$ cat src/rtl/rr_replay_loge_gate.sv
// Replay-side dependency gate: accumulates runtime loge events into per-(interface,channel)
// credit counters and releases each held replay entry once its required credits are covered.
module rr_replay_loge_gate #(
    parameter int LOGE_PER_INTERFACE = 5,
    parameter int NUM_INTERFACES     = 4,
    parameter int CNT_W              = 8
) (
    input  logic                                               clk,
    input  logic                                               rstn,
    input  logic [NUM_INTERFACES-1:0][LOGE_PER_INTERFACE-1:0]  rt_loge_in,
    input  logic                                               ent_valid,
    output logic                                               ent_ready,
    input  logic [NUM_INTERFACES*LOGE_PER_INTERFACE*CNT_W-1:0] ent_req,
    input  logic [LOGE_PER_INTERFACE-1:0]                      ent_chan,
    output logic                                               rel_valid,
    input  logic                                               rel_ready,
    output logic [LOGE_PER_INTERFACE-1:0]                      rel_chan,
    output logic                                               pending,
    output logic                                               err_overflow
);

    localparam int N = NUM_INTERFACES * LOGE_PER_INTERFACE;

    typedef enum logic [1:0] {IDLE, WAIT, REL} state_t;

    state_t                          state_q, state_d;
    logic   [CNT_W-1:0]              cnt_q [N];
    logic   [CNT_W-1:0]              cnt_d [N];
    logic   [CNT_W-1:0]              req_q [N];
    logic   [LOGE_PER_INTERFACE-1:0] chan_q;
    logic   [N-1:0]                  ev;
    logic   [N-1:0]                  ovf;
    logic                            sat;
    logic                            dec_en;
    logic                            accept;

    // Packed row flattens so that bit k = s*LOGE_PER_INTERFACE + c.
    assign ev     = rt_loge_in;
    assign accept = ent_valid && ent_ready;

    always_comb begin
        sat = 1'b1;
        for (int k = 0; k < N; k++) begin
            if (cnt_q[k] < req_q[k]) sat = 1'b0;
        end
    end

    // NOTE: every always_comb output gets a default first so no path can infer a latch.
    always_comb begin
        state_d   = state_q;
        ent_ready = 1'b0;
        rel_valid = 1'b0;
        dec_en    = 1'b0;
        case (state_q)
            IDLE: begin
                ent_ready = 1'b1;
                if (ent_valid) state_d = WAIT;
            end
            WAIT: begin
                if (sat) begin
                    dec_en  = 1'b1;
                    state_d = REL;
                end
            end
            REL: begin
                rel_valid = 1'b1;
                if (rel_ready) state_d = IDLE;
            end
            default: state_d = IDLE;
        endcase
    end

    // One extra bit of headroom exposes overflow; subtraction only runs when sat holds, so it never wraps.
    for (genvar k = 0; k < N; k++) begin : g_cnt
        logic [CNT_W:0] wide;
        assign wide     = {1'b0, cnt_q[k]} + {{CNT_W{1'b0}}, ev[k]}
                        - (dec_en ? {1'b0, req_q[k]} : '0);
        assign ovf[k]   = wide[CNT_W];
        assign cnt_d[k] = wide[CNT_W] ? {CNT_W{1'b1}} : wide[CNT_W-1:0];
    end

    // NOTE: the counter and requirement arrays are control state, so they take the reset like any flop.
    always_ff @(posedge clk or negedge rstn) begin
        if (!rstn) begin
            state_q      <= IDLE;
            chan_q       <= '0;
            err_overflow <= 1'b0;
            for (int k = 0; k < N; k++) begin
                cnt_q[k] <= '0;
                req_q[k] <= '0;
            end
        end else begin
            state_q      <= state_d;
            err_overflow <= err_overflow | (|ovf);
            for (int k = 0; k < N; k++) cnt_q[k] <= cnt_d[k];
            if (accept) begin
                chan_q <= ent_chan;
                for (int k = 0; k < N; k++) req_q[k] <= ent_req[k*CNT_W +: CNT_W];
            end
        end
    end

    assign rel_chan = chan_q;
    assign pending  = (state_q != IDLE);

endmodule

$ cat config.mk
export PLATFORM = sky130hd
export DESIGN_NAME = rr_replay_loge_gate
export DESIGN_NICKNAME = d
export VERILOG_FILES = /design/src/rtl/rr_replay_loge_gate.sv
export SDC_FILE = /design/constraint.sdc
export NUM_CORES = 1
export LEC_CHECK = 0
export CAP_MARGIN = 20
export CORE_ASPECT_RATIO = 0.9
export CORE_MARGIN = 1.5
export CORE_UTILIZATION = 50
export DETAILED_ROUTE_END_ITERATION = 12
export GPL_TIMING_DRIVEN = 0
export PLACE_DENSITY_LB_ADDON = 0.1
export SYNTH_ARGS = -nofsm -noshare
export SYNTH_HDL_FRONTEND = slang
export SYNTH_SLANG_ARGS = --single-unit
$ cat constraint.sdc
create_clock -name clk -period 11.6 [get_ports clk]
set_input_delay 2.32 -clock clk [delete_from_list [all_inputs] [get_ports clk]]
set_output_delay 2.32 -clock clk [all_outputs]
set_load 0.1 [all_outputs]
After elaboration in Yosys (flattened, before gate mapping) --
Index checks and enable logic that the tools add are counted. W data, S select, Z words.
Word-level totals: register bits after elaboration 328, logic and storage cells 182, output and inout port bits 9, input bits 189
Operators by class: bitwise gates (word level) 1, muxes and demuxes 68, equality and inequality tests 5, reduce and logical (&&, ||, !) cells 5, $lt $le $gt $ge 20, add/sub/neg operators 40
Operators by type and width (count):
- $mux W8 | 40
- $add A8 B1 Y9 | 20
- $sub A9 B8 Y9 | 20
- $lt A8 B8 Y1 | 20
- $mux W1 | 24
- $reduce_or A20 Y1 | 1
- $mux W2 | 3
- $ne A2 B2 Y1 const B | 3
- $pmux W2 S3 | 1
- $reduce_and A3 Y1 | 1
- $eq A2 B1 Y1 const B | 1
- $eq A2 B2 Y1 const B | 1
- $logic_not A2 Y1 | 1
- $reduce_bool A2 Y1 | 1
- $logic_and A1 B1 Y1 | 1
- $or A1 B1 Y1 | 1

Depth between registers and ports, before layout --
depth after elaboration 27, depth in mapped cells 23, depth with buffers taken out 22

Worst setup path before layout --
No wires, ideal clock.
path kind flip-flop to flip-flop, start point register cnt_q[85] (netlist name), end point register err_overflow, clock period less this slack 5.827 ns, setup time 0.139 ns, data required time 11.461 ns, stages on the path, launching flop included 20, arrival time 5.688 ns, buffers on the path 1, slack 5.773 ns, path through dfrtp_1 -> ha_1 -> nor4_1 -> or4_1 -> nor4_1 -> or4b_1 -> or4b_1 -> nor4_4 -> clkbuf_1 -> nand2_1 -> ha_1 -> fa_1 -> a21o_1 -> a21oi_1 -> nor2b_1 -> o21a_1 -> o41a_1 -> xor2_1 -> nand4_1 -> or4_1
Between the ends: word-level cells in the longest chain between the ends 18, elaborated cells on any way between the ends 57, classes of those cells add/sub (21); order compare (1); mux (33); bitwise (1); reduce/logical (1)
RTL lines:
- start, declared | line 27 | logic [CNT_W-1:0] cnt_q [N];
- start signal, assigned by index | line 89 | cnt_q[k] <= '0;
- $lt A8 B8 Y1 | line 44 | if (cnt_q[k] < req_q[k]) sat = 1'b0;
- $mux W1 (11 in a row) | line 44
- $mux W1 | line 60 | if (sat) begin
- $mux W1 | line 54 | case (state_q)
- $mux W8 | line 77 | - (dec_en ? {1'b0, req_q[k]} : '0);
- $sub A9 B8 Y9 | line 77
- $reduce_or A20 Y1 (*) | line 94 | err_overflow <= err_overflow | (|ovf);
- $or A1 B1 Y1 (*) | line 94
- end signal, assigned | line 94
- end, declared | line 19 | output logic err_overflow
Mark *: on every way between the ends. The rest lies on a longest branch, timed or not. A chain may end at the register's enable or synchronous reset.

Worst setup path after layout --
start point register cnt_q[61] (netlist name), end point register err_overflow
Between the ends: word-level cells in the longest chain between the ends 15, elaborated cells on any way between the ends 54, classes of those cells add/sub (21); order compare (1); mux (30); bitwise (1); reduce/logical (1)
RTL lines (line):
- $lt A8 B8 Y1 | 44
- $mux W1 (8 in a row) | 44
- $mux W1 | 60
- $mux W1 | 54
- $mux W8 | 77
- $sub A9 B8 Y9 | 77
- $reduce_or A20 Y1 (*) | 94
- $or A1 B1 Y1 (*) | 94
Marked as above.

==> results.py <==
metrics = {
    "synth": {
        "yosys.area_share.simple_pct": 13.9,
        "synth_xor_area_share_pct": 4.71,
        "synth_fa_ha_area_share_pct": 27.1,
        "synth.cell_area_sq_um": 22700,
        "synth_area_leaders": "dfrtp_1, ha_1, nand2_1, o21ai_0, inv_1",
        "synth.area.mux_share_pct": 1.24,
        "synth_top_family_by_area": "adder cells",
        "synth_cells": 2411,
        "ys_warn_count": 0,
        "yosysTopAreaCell": "dfrtp_1",
        "ys_ff_latch": 328,
        "synth.avg_cell_area_sq_um": 9.41,
        "async_reset_ff_share_pct": 100,
        "yosysTopAreaCellShare_pct": 36.2,
        "syn_nets": 3080,
        "synth_edf_count": 0,
        "synthFlopType": "dfrtp_1",
        "synth_commonest_cells": "ha_1, nand2_1, dfrtp_1",
        "synth_compound_area_share_pct": 12.2,
        "synth_cell_types": 41,
        "synthMostInstantiatedCell": "ha_1",
        "ys_seq_area_share_pct": 36.2,
    },
    "timing": {
        "rsz0062_at_grt": "no",
        "maxSlewViolCount": 0,
        "slew_headroom_pct": 31.6,
        "min_period_ns": 7.56,
        "tns_ns": 0,
        "tightest_slew_ns": 1.02,
        "setup_viol": 0,
        "whs_ns": 0.508,
        "fin_crit_sh_pct": 65.2,
        "hold_viol": 0,
        "fmax_mhz": 132,
        "fin_skew_ns": 0.0151,
    },
    "critical_path": {
        "crit_path_max_fanout": 9,
        "r2r-end": "err_overflow$_DFF_PN0_",
        "rr_worst_depth": 22,
        "regToRegStartpoint": "cnt_q[61]$_DFF_PN0_",
        "reg2reg_setup_slack_ns": 4.04,
        "cp-end-kind": "flip-flop",
        "critical_path_class": "flip-flop to flip-flop",
        "cp-start-kind": "flip-flop",
        "crit_arrival_ns": 8.00,
        "worst_ep_required_time_ns": 12.04,
    },
    "place": {
        "dp.cells": 3216,
        "port-buffer-count": 197,
        "hpwlAfterDp_microns": 46100,
        "place_congestion": 0.894,
    },
    "cts": {
        "clk_pin_slew_ns": 0.06,
        "clk_latency_ns": 0.57,
        "post-cts-setup-buffers": 0,
        "cts_tree": "yes",
        "hold_buffers": 0,
        "clockRootBuffer": "clkbuf_16",
        "cts_resized": 0,
        "cts_sinks": 328,
        "clock_path_buffers": 3,
        "cts_buffers": 39,
        "h-tree-depth": 2,
    },
    "job": {
        "drv_cap": 0,
    },
    "floorplan": {
        "boundaryPins": 198,
        "die_width_microns": 228,
        "initial_core_util_pct": 51.0,
        "rows": 73,
        "core_sq_um": 44500,
        "dieHeight_microns": 205,
        "die-area_sq_um": 46700,
    },
    "drt": {
        "dr.pass1.iters": 5,
        "vias": 17600,
        "wl_per_cell_microns": 18.0,
        "drc": 0,
        "vias_per_cell": 5.35,
        "wl_microns": 59100,
        "first_iter_violations": 986,
        "drtAntennaViolNets": 0,
    },
    "cells_and_area": {
        "drive_above_1_share_pct": 3.91,
        "diodes": 0,
        "fill_cells": 3935,
        "nets": 3327,
        "postLayoutCoreUtil_pct": 60.3,
        "area_growth_pct": 18.3,
        "final_cells": 3284,
    },
    "pwr": {
        "clockPowerShare_pct": 17.4,
        "power.density_nw_per_um2": 265,
        "seqPwrFrac_pct": 24.0,
        "p_leak_nw": 12.2,
        "share_comb_of_total_power_pct": 58.6,
        "p_sw_mw": 3.05,
        "p_sw_share_pct": 42.8,
        "intPower_mw": 4.07,
        "ir_worst_vdd_mv": 0.125,
        "power_mw": 7.11,
    },
    "global_routing": {
        "grt_util_all_layers_pct": 26.3,
        "antenna_found_initial": 0,
        "grt_start_max_net_pins": 91,
        "grt-ovfl-total": 0,
        "grt_pass1_wl_microns": 94800,
        "first_global_vias": 18300,
    },
    "min_path": {
        "holdPathStages": 1,
        "hp-start": "rel_chan[1]$_DFFE_PN0P_",
        "min_path_type": "flip-flop to flip-flop",
        "min_to": "rel_chan[1]$_DFFE_PN0P_",
    },
    "status": {
        "run_status": "completed",
    },
}
## routing by layer
metal  part of all wire [%]  vias to the layer above  track usage, %
met5                      0                        -               0
li1                       -                     8736               -
met4                    2.8                        0            8.56
met3                    4.5                       88            3.26
met1                     48                     8418            36.9
met2                     45                      336            42.2
## through the flow
stage | instance area [sq um] | worst slack (ns)
6_report | 26800 | 4.04
5_1_grt | 26800 | 3.56
4_1_cts | 26800 | 3.84
3_5_place_dp | 25600 | 3.85
3_3_place_gp | 25400 | -7.14
2_1_floorplan | 22700 | 5.77
## worst max-delay path: stages (launching register included)
cell	delay [ns]
dfrtp_1	0.39
ha_1	0.33
o2111ai_1	0.10
o21ai_0	0.72
nand3_1	0.27
or4b_1	0.61
or4b_1	0.63
nor4_4	0.34
clkbuf_1	0.48
buf_8	0.25
and2_1	0.16
ha_1	0.12
inv_1	0.04
ha_1	0.21
fa_1	0.40
a21o_1	0.17
a21oi_1	0.18
nor2b_1	0.10
o21a_1	0.19
o41a_1	0.33
xor2_1	0.65
nand4_1	0.22
or4_1	0.54
## flip-flops by register name (all words and copies together) (netlist names)
name / cells
cnt_q: 160
err_overflow: 1
req_q: 160
state_q: 2
rel_chan: 5
## power by group through the flow
stage                     combinational, mW  clock [mW]  sequential (mW)
after floorplan                        3.13           0             1.68
after global placement                 3.96           0             1.72
after detailed placement               4.12           0             1.72
after CTS                              4.16        1.26             1.71
after global routing                   4.76        1.31             1.74
final                                  4.17        1.24             1.71
## cells by family after synthesis
logic type / after synthesis
flops: 328
simple gates: 724
compound gates: 455
fa+ha+maj: 480
buf+inv: 277
xor+xnor: 122
mux: 25
## cell type report
| type | count | area, sq um | area share [%] |
|---|---|---|---|
| timing repair buffer | 206 | 2140 | 7.97 |
| clock inverter | 9 | 95.1 | 0.354 |
| multi-input combinational | 1806 | 13400 | 50.0 |
| clock buffer | 58 | 1170 | 4.36 |
| tap | 600 | 751 | 2.80 |
| inverter | 226 | 848 | 3.16 |
| buffer | 51 | 204 | 0.760 |
| sequential | 328 | 8210 | 30.6 |
## worst max-delay path by stage
stage                          startpoint                endpoint  slack [ns]  cells past startpoint
floorplan             cnt_q[85]$_DFF_PN0_  err_overflow$_DFF_PN0_        5.77                     19
global placement                     rstn     cnt_q[56]$_DFF_PN0_       -7.14                      1
detailed placement    cnt_q[61]$_DFF_PN0_  err_overflow$_DFF_PN0_        3.85                     22
CTS                   cnt_q[61]$_DFF_PN0_  err_overflow$_DFF_PN0_        3.84                     22
global route        req_q[61]$_DFFE_PN0P_  err_overflow$_DFF_PN0_        3.56                     23
finish                cnt_q[61]$_DFF_PN0_  err_overflow$_DFF_PN0_        4.04                     22
## layout by cell type (no fill, tap or decap), types with 6 or more instances in the layout
cell type / instances
nor3_1: 46
o41ai_1: 11
xor2_1: 57
clkbuf_16: 41
clkinv_2: 7
o211ai_1: 11
dfrtp_1: 328
o41a_1: 7
nor2_1: 100
nor2b_1: 7
a211oi_1: 10
clkdlybuf4s50_1: 196
clkbuf_8: 8
a2111oi_0: 8
buf_2: 10
ha_1: 460
mux2_2: 25
a21o_1: 45
xnor2_1: 65
nor4_1: 11
clkbuf_1: 50
o21ai_0: 206
inv_1: 226
o22ai_1: 6
nand3_1: 26
and2_1: 38
a31oi_1: 7
nand2_1: 425
a21oi_1: 80
nand2b_1: 56
o2111ai_1: 11
fa_1: 20
o21bai_1: 20
o21a_1: 23
(Power assumes the default switching activity.)
